<file path="src/rtl/decimal_entry_accumulator.sv">
// decimal_entry_accumulator: debounced key entry of a decimal value, committed downstream via valid/ready
module decimal_entry_accumulator #(
    parameter int DEBOUNCE_CYCLES = 500000,
    parameter int MAX_DIGITS      = 4
) (
    input  logic        clk,
    input  logic        reset,
    input  logic [3:0]  digit_in,
    input  logic        key_enter_n,
    input  logic        key_delete_n,
    input  logic        key_commit_n,
    output logic [11:0] entry_value,
    output logic [2:0]  entry_digits,
    output logic [11:0] value_out,
    output logic        value_valid,
    input  logic        value_ready,
    output logic        reject
);
    localparam int CW = $clog2(DEBOUNCE_CYCLES + 1);
    typedef enum logic {ENTRY, HOLD} state_t;
    state_t        state_q, state_d;
    logic [2:0]    key_n;
    logic [5:0]    sync_q, sync_d;
    logic [2:0]    deb_q, deb_d, arm_q, arm_d, press_q, press_d;
    logic [CW-1:0] cnt_q [3];
    logic [CW-1:0] cnt_d [3];
    logic [11:0]   entry_q, entry_d, value_q, value_d;
    logic [2:0]    digits_q, digits_d;
    logic          valid_q, valid_d, reject_q, reject_d;
    logic [15:0]   cand;
    assign key_n = {key_commit_n, key_delete_n, key_enter_n};
    // Key path; a key only arms once seen released, so one held through reset never fires
    always_comb begin
        sync_d  = {sync_q[2:0], key_n};
        deb_d   = deb_q;
        for (int i = 0; i < 3; i++) begin
            cnt_d[i] = '0;
            if (sync_q[3+i] != deb_q[i]) begin
                if (cnt_q[i] == CW'(DEBOUNCE_CYCLES)) deb_d[i] = sync_q[3+i];
                else cnt_d[i] = cnt_q[i] + 1'b1;
            end
        end
        arm_d   = arm_q | sync_q[5:3];
        press_d = arm_q & deb_q & ~deb_d;
    end
    always_comb begin
        state_d  = state_q;
        entry_d  = entry_q;
        digits_d = digits_q;
        value_d  = value_q;
        valid_d  = valid_q;
        reject_d = 1'b0;
        cand     = {4'd0, entry_q} * 16'd10 + {12'd0, digit_in};
        if (state_q == ENTRY) begin
            if (press_q[2]) begin
                if (digits_q == 3'd0) reject_d = 1'b1;
                else begin
                    value_d = entry_q;
                    valid_d = 1'b1;
                    state_d = HOLD;
                end
            end else if (press_q[1]) begin
                if (digits_q != 3'd0) begin
                    entry_d  = entry_q / 12'd10;
                    digits_d = digits_q - 3'd1;
                end
            end else if (press_q[0]) begin
                if (digit_in > 4'd9 || digits_q == 3'(MAX_DIGITS) || cand > 16'd4095) reject_d = 1'b1;
                else begin
                    entry_d  = cand[11:0];
                    digits_d = digits_q + 3'd1;
                end
            end
        end else begin
            reject_d = press_q[2] | press_q[0];
            if (valid_q && value_ready) begin
                valid_d  = 1'b0;
                entry_d  = '0;
                digits_d = '0;
                state_d  = ENTRY;
            end
        end
    end
    always_ff @(posedge clk) begin
        if (reset) begin
            sync_q   <= '0;
            deb_q    <= '1;
            arm_q    <= '0;
            press_q  <= '0;
            cnt_q    <= '{default: '0};
            state_q  <= ENTRY;
            entry_q  <= '0;
            digits_q <= '0;
            value_q  <= '0;
            valid_q  <= 1'b0;
            reject_q <= 1'b0;
        end else begin
            sync_q   <= sync_d;
            deb_q    <= deb_d;
            arm_q    <= arm_d;
            press_q  <= press_d;
            cnt_q    <= cnt_d;
            state_q  <= state_d;
            entry_q  <= entry_d;
            digits_q <= digits_d;
            value_q  <= value_d;
            valid_q  <= valid_d;
            reject_q <= reject_d;
        end
    end
    assign entry_value  = entry_q;
    assign entry_digits = digits_q;
    assign value_out    = value_q;
    assign value_valid  = valid_q;
    assign reject       = reject_q;
endmodule

</file>
<file path="config.mk">
export PLATFORM = sky130hd
export DESIGN_NAME = decimal_entry_accumulator
export DESIGN_NICKNAME = d
export VERILOG_FILES = /design/src/rtl/decimal_entry_accumulator.sv
export SDC_FILE = /design/constraint.sdc
export NUM_CORES = 1
export LEC_CHECK = 0
export CAP_MARGIN = 20
export CORE_MARGIN = 2
export CORE_UTILIZATION = 55
export CTS_CLUSTER_SIZE = 20
export DETAILED_ROUTE_END_ITERATION = 10
export GPL_TIMING_DRIVEN = 0
export MAX_ROUTING_LAYER = met4
export PLACE_DENSITY = 0.75
export SLEW_MARGIN = 20
export SYNTH_ARGS = -nofsm -noshare
export SYNTH_HDL_FRONTEND = slang
export SYNTH_SLANG_ARGS = --single-unit
</file>
<file path="constraint.sdc">
create_clock -name clk -period 4.76 [get_ports clk]
set_input_delay 1.19 -clock clk [delete_from_list [all_inputs] [get_ports clk]]
set_output_delay 1.19 -clock clk [all_outputs]
set_load 0.03 [all_outputs]
</file>
==> run_results.csv <==
group,metric,value,unit
clock_network,tritoncts_num_sinks,102,
synthesis,ys_ff_latch,102,
final_layout,flow.area_growth_from_synthesis,12.9,%
pwr,p_leak,2.43,nW
synthesis,async_reset_ff_share,0,%
grt,grt_start_max_net_pins,17,
worst_setup_path,timing.critical_path.slowest_cell_delay,0.47,ns
min_path,holdPathEnd,"press_q[1]$_SDFF_PP0_",
final_layout,final_net_count,844,
detailed_routing,dr_total_vias,5458,
min_path,min_delay_path_depth,2,
final_layout,final_layout_size_suffix_gt1_share,4.83,%
pwr,p_switching,343,uW
sta,fin_skew,0.00967,ns
clock_network,tritoncts_clock_tree,"done",
run_status,run_status,"finished clean",
detailed_routing,post_drt_wl_per_cell,14.6,um
floorplan,coreArea,0.0107,mm2
worst_setup_path,critPathLaunchType,"input port",
synthesis,mappedNetlistArea,0.00602,mm2
worst_setup_path,setup.worst_path.class,"in -> reg",
synthesis,synth.distinct_cells,70,
synthesis,synth.top_cells.by_area,"dfxtp_1 34%, nor2_1 6.5%, ha_1 6.0%, xor2_1 5.0%, xnor2_1 4.8%",
synthesis,synth-seq-area-share,33.9,%
grt,grt_pass1_vias,5184,
worst_setup_path,crit_path_top_delay_cell,"clkdlybuf4s50_1",
placement,dpl_cell_area,0.00656,mm2
worst_setup_path,worst-r2r-cell-count,15,
sta,fin_hold_ws,0.445,ns
synthesis,total_nets_after_synthesis,796,
floorplan,vertical_die_dimension,109,um
grt,grt_pass1_wl,23.8,mm
detailed_routing,first_iter_violations,374,
clock_network,cts.root.buffer_cell,"clkbuf_8",
synthesis,post-synth-top-area-cell,"dfxtp_1",
pwr,power_frac_comb,3.7,%
final_layout,antenna-diode-count,0,
worst_setup_path,path_cells,"clkdlybuf4s50_1, ha_1, a21o_1, a21oi_1, nor3b_1, and3b_1, nand2_1, or3_1, mux2i_1, o31a_1, buf_2, buf_1, nor2_1, a31oi_1, nor2_1",
clock_network,maximum_level_of_the_cts_h_tree,3,
worst_setup_path,worstReg2RegStart,"entry_value[1]$_SDFFE_PP0P_",
sta,max_freq,0.234,GHz
floorplan,die_area,0.0118,mm2
sta,post-route-min-period,4.28,ns
synthesis,yosys_warnings,0,
worst_setup_path,worst_path_most_repeated_cell,"nor2_1",
pwr,clock_power_share,40.2,%
sta,post-route-period-util,89.9,%
pwr,totalPowerFinal,1.55,mW
final_layout,finish.instance_area,0.00679,mm2
sta,hold_violations,0,
synthesis,synth_top_flop_cell,"dfxtp_1",
synthesis,syn_avg_cell_area,7.98,um2
detailed_routing,drt-vias-per-instance,5.76,
grt,globalRouteTotalUtil,25.9,%
detailed_routing,detail_route.drc_violations,0,
worst_setup_path,path_max_fanout,10,
detailed_routing,number_of_detailed_routing_iterations_run_before_antenna_repair,5,
clock_network,cts.reportedPaths.clkPinSlew,0.09,ns
worst_setup_path,crit_path_end_kind,"register",
clock_network,number_of_gates_resized_after_cts,0,
worst_setup_path,worst-endpoint-required,5.01,ns
synthesis,synth.most_common_cell,"nor2_1",
floorplan,rows,38,
sta,timing_worst_slew_pin_value,0.568,ns
pwr,cellInternalPower,1.21,mW
clock_network,worst_skew_pair.late_latency,0.37,ns
synthesis,synth_edf_count,0,
worst_setup_path,critical_path.reg2reg.endpoint,"entry_digits[1]$_SDFFE_PP0P_",
worst_setup_path,rrSetupSlack,0.56,ns
sta,slew-limit-headroom,61.6,%
detailed_routing,drt_wirelength,13.9,mm
clock_network,post_cts_setup_inserts,0,
final_layout,finish.utilization,63.2,%
sta,drv_slew,0,
pwr,peak_ir_drop_on_the_vdd_network,0.191,mV
min_path,start_point_of_the_worst_min_delay_path,"arm_q[1]$_SDFF_PP0_",
sta,total_of_endpoints_with_negative_setup_slack_in_the_final_report,0,
worst_setup_path,data_arrival_time_of_the_worst_path,4.53,ns
clock_network,cts-root-to-sink-buffers,2,
pwr,power_density_relative_to_cell_area,229,mW/mm2
floorplan,ioPinCount,39,
synthesis,ys_top_cells_by_count,"104 x nor2_1, 102 x dfxtp_1, 76 x nand2_1",
min_path,hold_path_class,"reg -> reg",
detailed_routing,final_antenna_net_count,0,
pwr,power.share.sequential,56.1,%
placement,detailedPlacementHpwl,10.2,mm
floorplan,starting_utilization_of_the_core_area,56.0,%
placement,routabilityCongestion,0.940,
pwr,power_switching_share,22.1,%
grt,overflow_after_grt,0,
clock_network,cts-buffers-inserted,9,
clock_network,postCtsHoldBufs,0,
synthesis,yosys.area.top_type_share,33.9,%
floorplan,die_w,109,um
job,max_cap_violations,0,
placement,port-buffer-count,37,
grt,grt_antenna_before_repair,0,
synthesis,post_synth_inst_count,754,
sta,rsz0062_at_grt,"no",
sta,tns,0,ns
[registers in the layout, summed over array words and instances (netlist names)]
signal,count
cnt_q,57
entry_value,12
value_out,12
sync_q,6
arm_q,3
deb_q,3
entry_digits,3
press_q,3
reject,1
state_q,1
value_valid,1
[power groups by stage]
stage | clock network (mW) | logic [mW] | registers [mW]
floorplan | 0 | 0.0362 | 0.890
global placement | 0 | 0.0539 | 0.891
detailed placement | 0 | 0.0566 | 0.892
CTS | 0.637 | 0.0576 | 0.872
global route | 0.664 | 0.0650 | 0.874
finish | 0.624 | 0.0571 | 0.872
[per-layer routing]
metal	global-route usage, %	wire [um]
met5	-	0
met4	9.07	235
met3	2.77	629
met2	42.4	6680
met1	33.4	6310
[worst max path at each step]
stage                                      from                           end  slack, ns  cells past startpoint
floorplan           entry_value[1]$_SDFFE_PP0P_   entry_value[6]$_SDFFE_PP0P_       0.99                     13
finish                              digit_in[2]  entry_digits[1]$_SDFFE_PP0P_       0.48                     15
detailed placement                  digit_in[2]  entry_digits[1]$_SDFFE_PP0P_       0.14                     15
global route                        digit_in[2]   entry_value[6]$_SDFFE_PP0P_       0.20                     15
CTS                                 digit_in[2]  entry_digits[0]$_SDFFE_PP0P_       0.52                     15
global placement                    digit_in[2]  entry_digits[1]$_SDFFE_PP0P_       0.20                     15
[per-stage QoR]
step,worst slack [ns],instances
after floorplan,0.994,754
after global placement,0.199,931
after detailed placement,0.144,931
after CTS,0.518,947
after global routing,0.203,947
final,0.481,947
[cell usage in the layout (no fill, tap or decap), types with 7 or more instances in the layout]
cell	netlist	layout
xnor2_1	33	33
inv_1	24	24
xor2_1	34	34
clkbuf_8	0	11
or3_1	15	15
ha_1	29	29
clkdlybuf4s50_1	0	37
and3_1	12	12
nand3_1	39	39
nor3_1	22	22
a21oi_1	48	48
buf_2	12	12
dfxtp_1	102	102
clkbuf_1	17	17
nor2_1	104	104
a31oi_1	7	7
nand4_1	10	10
o21ai_0	16	16
nor4b_1	7	7
a211o_1	9	9
nor2b_1	18	18
nand2_1	76	76
nor4_1	7	7
[area by class of cell]
cell class	instances	area, um2
multi-input cells	590	3710
plain buffers	37	165
clock inverters	5	81.3
clock buffers	11	151
repair buffers	37	370
well taps	140	175
flip-flops and latches	102	2040
inverters	25	93.8
fillers	972	3950
[cells by family (layout without fill, tap and decap cells)]
kind of cell,after synthesis,count (layout),synth area share (%)
and+or+nand+nor,348,348,28.6
AOI/OAI and AO/OA,135,135,15.0
DFF,102,102,33.9
xor gates and xnor gates,67,67,9.75
buffers and inverters,62,115,4.31
adders and majority gates,35,35,7.53
muxes,5,5,0.853
[worst max-delay path, delay by kind of cell]
family / cells / cell delay, ns
buffers and inverters: 3 / 1.05
AOI/OAI and AO/OA: 4 / 0.53
muxes: 1 / 0.30
adders and majority gates: 1 / 0.31
and+or+nand+nor: 6 / 1.15
(Power assumes the default switching activity.)
